File: src/rtl/sd_data_pkg.sv
// rtl/sd_data_pkg.sv - shared types and constants for the SD DAT data path
package sd_data_pkg;

    typedef enum logic [3:0] {
        ST_IDLE,
        ST_FETCH,
        ST_START,
        ST_DATA,
        ST_CRC,
        ST_END,
        ST_STAT_WAIT,
        ST_STAT,
        ST_BUSY
    } wr_state_e;

    localparam logic [1:0]  ERR_NONE         = 2'b00;
    localparam logic [1:0]  ERR_UNDERRUN     = 2'b01;
    localparam logic [1:0]  ERR_CRC          = 2'b10;
    localparam logic [1:0]  ERR_TIMEOUT      = 2'b11;

    localparam logic [15:0] CRC16_POLY       = 16'h1021;

    localparam logic [2:0]  TOKEN_ACCEPT     = 3'b010;
    localparam logic [2:0]  TOKEN_REJECT     = 3'b101;

    localparam int          TURNAROUND_TICKS = 2;

endpackage

File: src/rtl/sd_crc16_serial.sv
// rtl/sd_crc16_serial.sv - bit-serial CRC16-CCITT, one bit per enable
//
// Ports:
//   clk, rst_n : clock, asynchronous active-low reset
//   clr        : synchronous clear to 0x0000 (wins over en)
//   en         : fold bit_in into the CRC this cycle
//   bit_in     : serial data bit
//   crc        : current CRC register
module sd_crc16_serial
    import sd_data_pkg::*;
(
    input  logic        clk,
    input  logic        rst_n,
    input  logic        clr,
    input  logic        en,
    input  logic        bit_in,
    output logic [15:0] crc
);

    logic [15:0] crc_q, crc_d;
    logic        fb;

    always_comb begin
        crc_d = crc_q;
        fb    = bit_in ^ crc_q[15];
        if (clr) begin
            crc_d = 16'h0000;
        end else if (en) begin
            crc_d = {crc_q[14:0], 1'b0} ^ (fb ? CRC16_POLY : 16'h0000);
        end
    end

    always_ff @(posedge clk or negedge rst_n) begin
        if (!rst_n) begin
            crc_q <= 16'h0000;
        end else begin
            crc_q <= crc_d;
        end
    end

    assign crc = crc_q;

endmodule

File: src/rtl/sd_dat_write_serializer.sv
// rtl/sd_dat_write_serializer.sv - serialises one block onto DAT, then checks CRC status and busy
//
// Ports:
//   iClock, iReset    : clock, asynchronous active-low reset
//   iSD_tick          : one-cycle strobe per SD clock; line activity advances only on it
//   iStart            : request one block write (IDLE only)
//   iTimeout_val      : tick budget for the status token and for busy release (0 = off)
//   iData_from_FIFO   : FIFO word, valid the cycle after oRead_enable
//   iFIFO_empty       : FIFO empty flag
//   iData_pin         : sampled DAT line
//   oRead_enable      : one-cycle FIFO pop
//   oData_pin/oData_oe: DAT output value and drive enable
//   oBusy             : not IDLE
//   oDone/oError      : one-cycle completion / failure pulses, oErr_code valid with oError
module sd_dat_write_serializer
    import sd_data_pkg::*;
#(
    parameter int BLOCK_WORDS = 128,
    parameter int TIMEOUT_W   = 16
)
(
    input  logic                 iClock,
    input  logic                 iReset,
    input  logic                 iSD_tick,
    input  logic                 iStart,
    input  logic [TIMEOUT_W-1:0] iTimeout_val,
    input  logic [31:0]          iData_from_FIFO,
    input  logic                 iFIFO_empty,
    input  logic                 iData_pin,
    output logic                 oRead_enable,
    output logic                 oData_pin,
    output logic                 oData_oe,
    output logic                 oBusy,
    output logic                 oDone,
    output logic                 oError,
    output logic [1:0]           oErr_code
);

    localparam int              WORD_W    = (BLOCK_WORDS > 1) ? $clog2(BLOCK_WORDS) : 1;
    localparam int              BIT_W     = $clog2(32);
    localparam logic [WORD_W-1:0] LAST_WORD = WORD_W'(BLOCK_WORDS - 1);

    wr_state_e            state_q, state_d;
    logic [31:0]          shift_q, shift_d;
    logic [31:0]          hold_q, hold_d;
    logic                 load_q, load_d;
    logic [WORD_W-1:0]    word_q, word_d;
    logic [BIT_W-1:0]     bit_q, bit_d;
    logic [1:0]           ta_q, ta_d;
    logic [1:0]           tok_q, tok_d;
    logic [TIMEOUT_W-1:0] tout_q, tout_d;
    logic                 tout_en_q, tout_en_d;

    logic                 crc_clr, crc_en;
    logic [15:0]          crc;
    logic [3:0]           crc_idx;
    logic [TIMEOUT_W-1:0] tout_dec;
    logic                 tout_expire;
    logic [2:0]           token;
    logic                 rd_en, done, err;
    logic [1:0]           err_code;

    sd_crc16_serial u_crc (
        .clk    (iClock),
        .rst_n  (iReset),
        .clr    (crc_clr),
        .en     (crc_en),
        .bit_in (shift_q[31]),
        .crc    (crc)
    );

    assign tout_dec    = tout_q - 1'b1;
    assign tout_expire = tout_en_q && (tout_dec == '0);
    assign token       = {tok_q, iData_pin};
    assign crc_idx     = 4'd15 - bit_q[3:0];

    always_comb begin
        state_d   = state_q;
        shift_d   = shift_q;
        hold_d    = load_q ? iData_from_FIFO : hold_q;
        word_d    = word_q;
        bit_d     = bit_q;
        ta_d      = ta_q;
        tok_d     = tok_q;
        tout_d    = tout_q;
        tout_en_d = tout_en_q;
        crc_clr   = 1'b0;
        crc_en    = 1'b0;
        rd_en     = 1'b0;
        done      = 1'b0;
        err       = 1'b0;
        err_code  = ERR_NONE;

        case (state_q)
            ST_IDLE: begin
                if (iStart) begin
                    if (iFIFO_empty) begin
                        err      = 1'b1;
                        err_code = ERR_UNDERRUN;
                    end else begin
                        rd_en   = 1'b1;
                        crc_clr = 1'b1;
                        word_d  = '0;
                        bit_d   = '0;
                        state_d = ST_FETCH;
                    end
                end
            end
            ST_FETCH: begin
                // The first FETCH cycle always carries the popped word.
                if (load_q) shift_d = iData_from_FIFO;
                if (iSD_tick) state_d = ST_START;
            end
            ST_START: begin
                if (iSD_tick) state_d = ST_DATA;
            end
            ST_DATA: begin
                if (iSD_tick) begin
                    crc_en = 1'b1;
                    // Prefetch the next word while its predecessor's MSB is on the line.
                    if (bit_q == '0 && word_q != LAST_WORD) begin
                        if (iFIFO_empty) begin
                            err      = 1'b1;
                            err_code = ERR_UNDERRUN;
                            state_d  = ST_IDLE;
                        end else begin
                            rd_en = 1'b1;
                        end
                    end
                    if (bit_q == BIT_W'(31)) begin
                        bit_d = '0;
                        if (word_q == LAST_WORD) begin
                            state_d = ST_CRC;
                        end else begin
                            shift_d = hold_q;
                            word_d  = word_q + 1'b1;
                        end
                    end else begin
                        shift_d = {shift_q[30:0], 1'b0};
                        bit_d   = bit_q + 1'b1;
                    end
                    if (err) state_d = ST_IDLE;
                end
            end
            ST_CRC: begin
                if (iSD_tick) begin
                    if (bit_q == BIT_W'(15)) begin
                        bit_d   = '0;
                        state_d = ST_END;
                    end else begin
                        bit_d = bit_q + 1'b1;
                    end
                end
            end
            ST_END: begin
                if (iSD_tick) begin
                    ta_d      = 2'(TURNAROUND_TICKS);
                    tout_d    = iTimeout_val;
                    tout_en_d = (iTimeout_val != '0);
                    state_d   = ST_STAT_WAIT;
                end
            end
            ST_STAT_WAIT: begin
                if (iSD_tick) begin
                    tout_d = tout_dec;
                    if (ta_q != 2'd0) ta_d = ta_q - 2'd1;
                    if (ta_q == 2'd0 && !iData_pin) begin
                        bit_d   = '0;
                        state_d = ST_STAT;
                    end else if (tout_expire) begin
                        err      = 1'b1;
                        err_code = ERR_TIMEOUT;
                        state_d  = ST_IDLE;
                    end
                end
            end
            ST_STAT: begin
                if (iSD_tick) begin
                    tok_d = {tok_q[0], iData_pin};
                    if (bit_q == BIT_W'(2)) begin
                        bit_d = '0;
                        if (token == TOKEN_ACCEPT) begin
                            tout_d    = iTimeout_val;
                            tout_en_d = (iTimeout_val != '0);
                            state_d   = ST_BUSY;
                        end else begin
                            err      = 1'b1;
                            err_code = ERR_CRC;
                            state_d  = ST_IDLE;
                        end
                    end else begin
                        bit_d = bit_q + 1'b1;
                    end
                end
            end
            ST_BUSY: begin
                if (iSD_tick) begin
                    tout_d = tout_dec;
                    if (iData_pin) begin
                        done    = 1'b1;
                        state_d = ST_IDLE;
                    end else if (tout_expire) begin
                        err      = 1'b1;
                        err_code = ERR_TIMEOUT;
                        state_d  = ST_IDLE;
                    end
                end
            end
            default: state_d = ST_IDLE;
        endcase

        load_d = rd_en;
    end

    always_ff @(posedge iClock or negedge iReset) begin
        if (!iReset) begin
            state_q   <= ST_IDLE;
            shift_q   <= '0;
            hold_q    <= '0;
            load_q    <= 1'b0;
            word_q    <= '0;
            bit_q     <= '0;
            ta_q      <= '0;
            tok_q     <= '0;
            tout_q    <= '0;
            tout_en_q <= 1'b0;
        end else begin
            state_q   <= state_d;
            shift_q   <= shift_d;
            hold_q    <= hold_d;
            load_q    <= load_d;
            word_q    <= word_d;
            bit_q     <= bit_d;
            ta_q      <= ta_d;
            tok_q     <= tok_d;
            tout_q    <= tout_d;
            tout_en_q <= tout_en_d;
        end
    end

    always_comb begin
        oData_pin = 1'b1;
        case (state_q)
            ST_START: oData_pin = 1'b0;
            ST_DATA:  oData_pin = shift_q[31];
            ST_CRC:   oData_pin = crc[crc_idx];
            default:  oData_pin = 1'b1;
        endcase
    end

    assign oData_oe     = (state_q == ST_START) || (state_q == ST_DATA) ||
                          (state_q == ST_CRC)   || (state_q == ST_END);
    assign oBusy        = (state_q != ST_IDLE);
    assign oRead_enable = rd_en;
    assign oDone        = done;
    assign oError       = err;
    assign oErr_code    = err_code;

endmodule

File: config.mk
export PLATFORM = sky130hd
export DESIGN_NAME = sd_dat_write_serializer
export DESIGN_NICKNAME = d
export VERILOG_FILES = /design/src/rtl/sd_data_pkg.sv /design/src/rtl/sd_crc16_serial.sv /design/src/rtl/sd_dat_write_serializer.sv
export SDC_FILE = /design/constraint.sdc
export NUM_CORES = 1
export LEC_CHECK = 0
export ABC_AREA = 1
export CAP_MARGIN = 15
export CORE_MARGIN = 4
export CORE_UTILIZATION = 30
export CTS_CLUSTER_DIAMETER = 80
export CTS_CLUSTER_SIZE = 16
export DETAILED_ROUTE_END_ITERATION = 10
export PLACE_DENSITY = 0.45
export SLEW_MARGIN = 40
export SYNTH_ARGS = -nofsm -noshare
export SYNTH_HDL_FRONTEND = slang
export SYNTH_HIERARCHICAL = 1
export SYNTH_SLANG_ARGS = --single-unit
File: constraint.sdc
create_clock -name iClock -period 4 [get_ports iClock]
set_clock_uncertainty 0.1 [all_clocks]
set_input_delay 0.8 -clock iClock [delete_from_list [all_inputs] [get_ports iClock]]
set_output_delay 0.8 -clock iClock [all_outputs]
set_load 0.01 [all_outputs]
==> results.md <==
Yosys:
- Averaged over all synthesized cells, the footprint is around 7.5 um^2.
- The fraction of registers with async set/reset is 100%.
- The count of flip-flops with a built-in enable after synthesis is 0.
- In the synthesized netlist, the number of instances is 895.
- Synthesis instantiated 43 different standard cells from the library.
- The cell area that synthesis handed to floorplanning was a little under 7000 um^2.
- The Yosys step of the flow raised 6 warnings.
- The most common flop cell mapped by yosys is sky130_fd_sc_hd__dfrtp_1.
- The net count after synthesis is ~960.
- The flip-flop and latch count after synthesis is 118.
- The proportion of synthesized chip area in sequential cells is ~44%.

Placed design:
- At the end of routability-driven placement, the weighted congestion stood at ~0.85.
- The post-place setup slack is between 300 and 400 ps.
- The count of input and output buffers is 61.
- The standard cell area after detailed placement is roughly 7600 um^2.
- The estimated wirelength of the detail-placed design is around 12 mm.

Timing:
- The clock period could shrink to approximately 3800 ps.
- The worst setup slack after layout is 236 ps.
- The remaining max-slew budget at the tightest pin is 60.9%.
- The maximum operating frequency is 266 MHz.
- The slew at the pin with the worst max-slew slack is approximately 590 ps.
- The tightest hold path in the finished design has a slack of 284 ps.
- The post-route fraction of the period consumed by the critical path is 94.1%.
- Setup violations remaining at the end of the flow were counted as 0.
- Setup repair after global routing left no endpoint under its margin.
- The number of endpoints with negative hold slack in the final report came to 0.
- The final max-slew violation count is 0.
- In the final timing run, aggregate negative setup slack is 0 ps.

Routing:
- The routed via count is approximately 5700.
- The detailed-route DRC error count is 0.
- The total length of routed wires is ~17 mm.
- In the final routed layout, each cell accounts on average for around 14 um.
- The first routing iteration left about 290 violations.
- The detail route stage leaves a number of antenna-violating nets equal to 0.
- In the routed layout, each cell is associated on average with a via count of about 4.6.
- The number of iterations in the first detailed-routing pass is 4.

Clocking:
- The H-tree was split into 4 levels.
- The clock buffer count from CTS is 17.
- The insertion delay to the later sink of the worst-skew pair is about 420 ps.
- After clock tree synthesis, the clock-pin slew on the worst setup and hold paths is 60 ps.
- CTS placed an instance of sky130_fd_sc_hd__clkbuf_16 at the clock tree root.
- The number of buffers inserted by hold repair at cts is 0.
- The longest clock path from root to sink contains 2 buffers.
- The clock drives between 100 and 150 sinks.
- TritonCTS built the clock tree.
- The post-CTS repair timing setup buffer count is 0.

Floorplanning:
- The die covers roughly 25000 um^2.
- The core region area is between 20000 and 25000 um^2.
- The floorplan has between 50 and 60 rows.
- For this configuration, the core starts out at a cell density of between 30 and 40%.
- The die extent in x is ~160 um.
- The top-level port count is 62.
- The floorplan die height is about 160 um.

Flow run:
- The tool flagged a number of max-cap violations equal to 0.

Cells and area:
- The net total in the final layout is 1015.
- The post-route netlist has between 10% and 20% of its cells at a drive strength greater than 1.
- After routing the design area is roughly 8300 um^2.
- In the layout the commonest cells are 196 x sky130_fd_sc_hd__nand2_1, 124 x sky130_fd_sc_hd__inv_1, 117 x sky130_fd_sc_hd__dfrtp_1, 86 x sky130_fd_sc_hd__nor2_1, 86 x sky130_fd_sc_hd__o21ai_0.
- 0 antenna diodes ended up in the layout.
- From synthesis to final layout, the design area changed by 22.4%.
- The leading cell type in the layout, fill and taps excluded is sky130_fd_sc_hd__nand2_1.

Critical path:
- Data on the critical path arrives at its endpoint at about 2900 ps.
- In this run the worst path has a maximum fanout of 5.
- The critical path in this run is classified as reg -> out.
- The critical path launch point type is a flip-flop.
- The endpoint required time on the critical path is between 3000 and 4000 ps.
- The worst setup path is captured at an output pin.
- The worst-case reg-to-reg path depth is 10.

Outcome:
- The flow ran to the end, and the final reports show no timing, DRC or antenna violations.

GRT:
- Entering global routing, the biggest net connects 65 pins.
- The number of global-route vias before repair is approximately 5700.
- The wire length of the first global-routing pass is just under 30 mm.
- Global routing consumed, over all layers together, between 10 and 15% of the routing resources.
- The initial antenna violation count came to 0.
- The remaining global-route overflow is 0.

Power:
- The maximum ir drop on the vdd rail is approximately 0.2 mV.
- The static leakage is around 3.7 nW.
- Total power for the finished layout comes to 5.77 mW.
- The power density relative to cell area is around 700 nW/um^2.

Hold path:
- The min-delay analysis places its worst path in the category in -> async.
-- worst max-delay path: stages (launching register included) --
cell and delay (ps):
sky130_fd_sc_hd__dfrtp_1 430, sky130_fd_sc_hd__nor2_1 190, sky130_fd_sc_hd__nand2_1 120, sky130_fd_sc_hd__nor2_4 200, sky130_fd_sc_hd__nand2_1 80, sky130_fd_sc_hd__nand2_1 60
sky130_fd_sc_hd__nand2_1 110, sky130_fd_sc_hd__nor2_1 110, sky130_fd_sc_hd__nand2_1 50, sky130_fd_sc_hd__nor2_1 160, sky130_fd_sc_hd__nand3_1 130, sky130_fd_sc_hd__nand3_1 90
sky130_fd_sc_hd__nand3_1 70, sky130_fd_sc_hd__nand2_1 90, sky130_fd_sc_hd__clkdlybuf4s50_1 540
-- logic make-up after synthesis --
kind of cell	synth area share [%]
AO/OA/AOI/OAI	19.2
XOR/XNOR	0.648
adder cells (fa/ha/maj)	1.85
buffers and inverters	10.2
flip-flops	43.7
multiplexers	0.630
AND/OR/NAND/NOR	23.8
-- routing by layer --
layer / share of wire, % / vias up / track usage (%)
met4: 1.1 / 0 / 3.86
met2: 47 / 79 / 23.9
met3: 3.7 / 15 / 3.69
li1: - / 3032 / -
met1: 48 / 2577 / 19.8
met5: 0 / - / 0
-- worst paths after layout --
kind,startpoint,end,slack [ps]
worst max-delay path,tout_q[6],oError,240
worst min-delay path,iReset,hold_q[9],280
worst max register to register,bit_q[0],shift_q[16],1030
worst min register to register,tok_q[0],tok_q[0],390
max in group asynchronous,iReset,shift_q[15],2700
min in group iClock,tok_q[0],tok_q[0],390
-- per-stage QoR --
stage / utilization [%] / std cells
2_1_floorplan: - / 895
5_1_grt: 37.6 / 1244
3_5_place_dp: 34.8 / 1212
3_3_place_gp: 34.8 / 1212
4_1_cts: 37.5 / 1244
6_report: 37.6 / 1244
-- layout make-up --
| class | count | area [um^2] |
|---|---|---|
| Fill cell | 2283 | 13700 |
| Multi-Input combinational cell | 604 | 3150 |
| Sequential cell | 118 | 2950 |
| Timing Repair Buffer | 72 | 703 |
| Inverter | 138 | 519 |
| Clock buffer | 19 | 443 |
| Tap cell | 280 | 350 |
| Clock inverter | 13 | 145 |
-- where the power goes --
part           switching [mW]  total (mW)  leakage (nW)  internal [mW]
Clock                   0.593        1.53         0.281          0.940
Sequential              0.344        2.05          1.43           1.71
Combinational            1.37        2.18          1.98          0.807
-- synthesized netlist by cell type (11+ instances only) --
cell type                    n  share of area, %
sky130_fd_sc_hd__o211ai_1   35               3.9
sky130_fd_sc_hd__dfrtp_1   118                44
sky130_fd_sc_hd__nand3_1    39               2.9
sky130_fd_sc_hd__a31oi_1    12               1.1
sky130_fd_sc_hd__o21ai_0    86               6.4
sky130_fd_sc_hd__nor3_1     11              0.82
sky130_fd_sc_hd__nand2_1   198                11
sky130_fd_sc_hd__clkbuf_1   21               1.2
sky130_fd_sc_hd__a21oi_1    48               3.6
sky130_fd_sc_hd__nor2_1     88               4.9
sky130_fd_sc_hd__inv_1     125               6.9
-- sequential cells by signal (all words and copies together) (netlist names) --
name	cells
bit_q	5
hold_q	32
load_q	1
shift_q	32
state_q	4
ta_q	2
tok_q	2
tout_en_q	1
tout_q	16
u_crc/crc	16
word_q	7
-- what timing repair did --
item                                    4_1_cts  5_1_grt
resized for setup                             2        7
pin swaps                                     0        1
endpoints found under the setup margin        1        3
No activity file was read; power rests on OpenSTA's default activity.
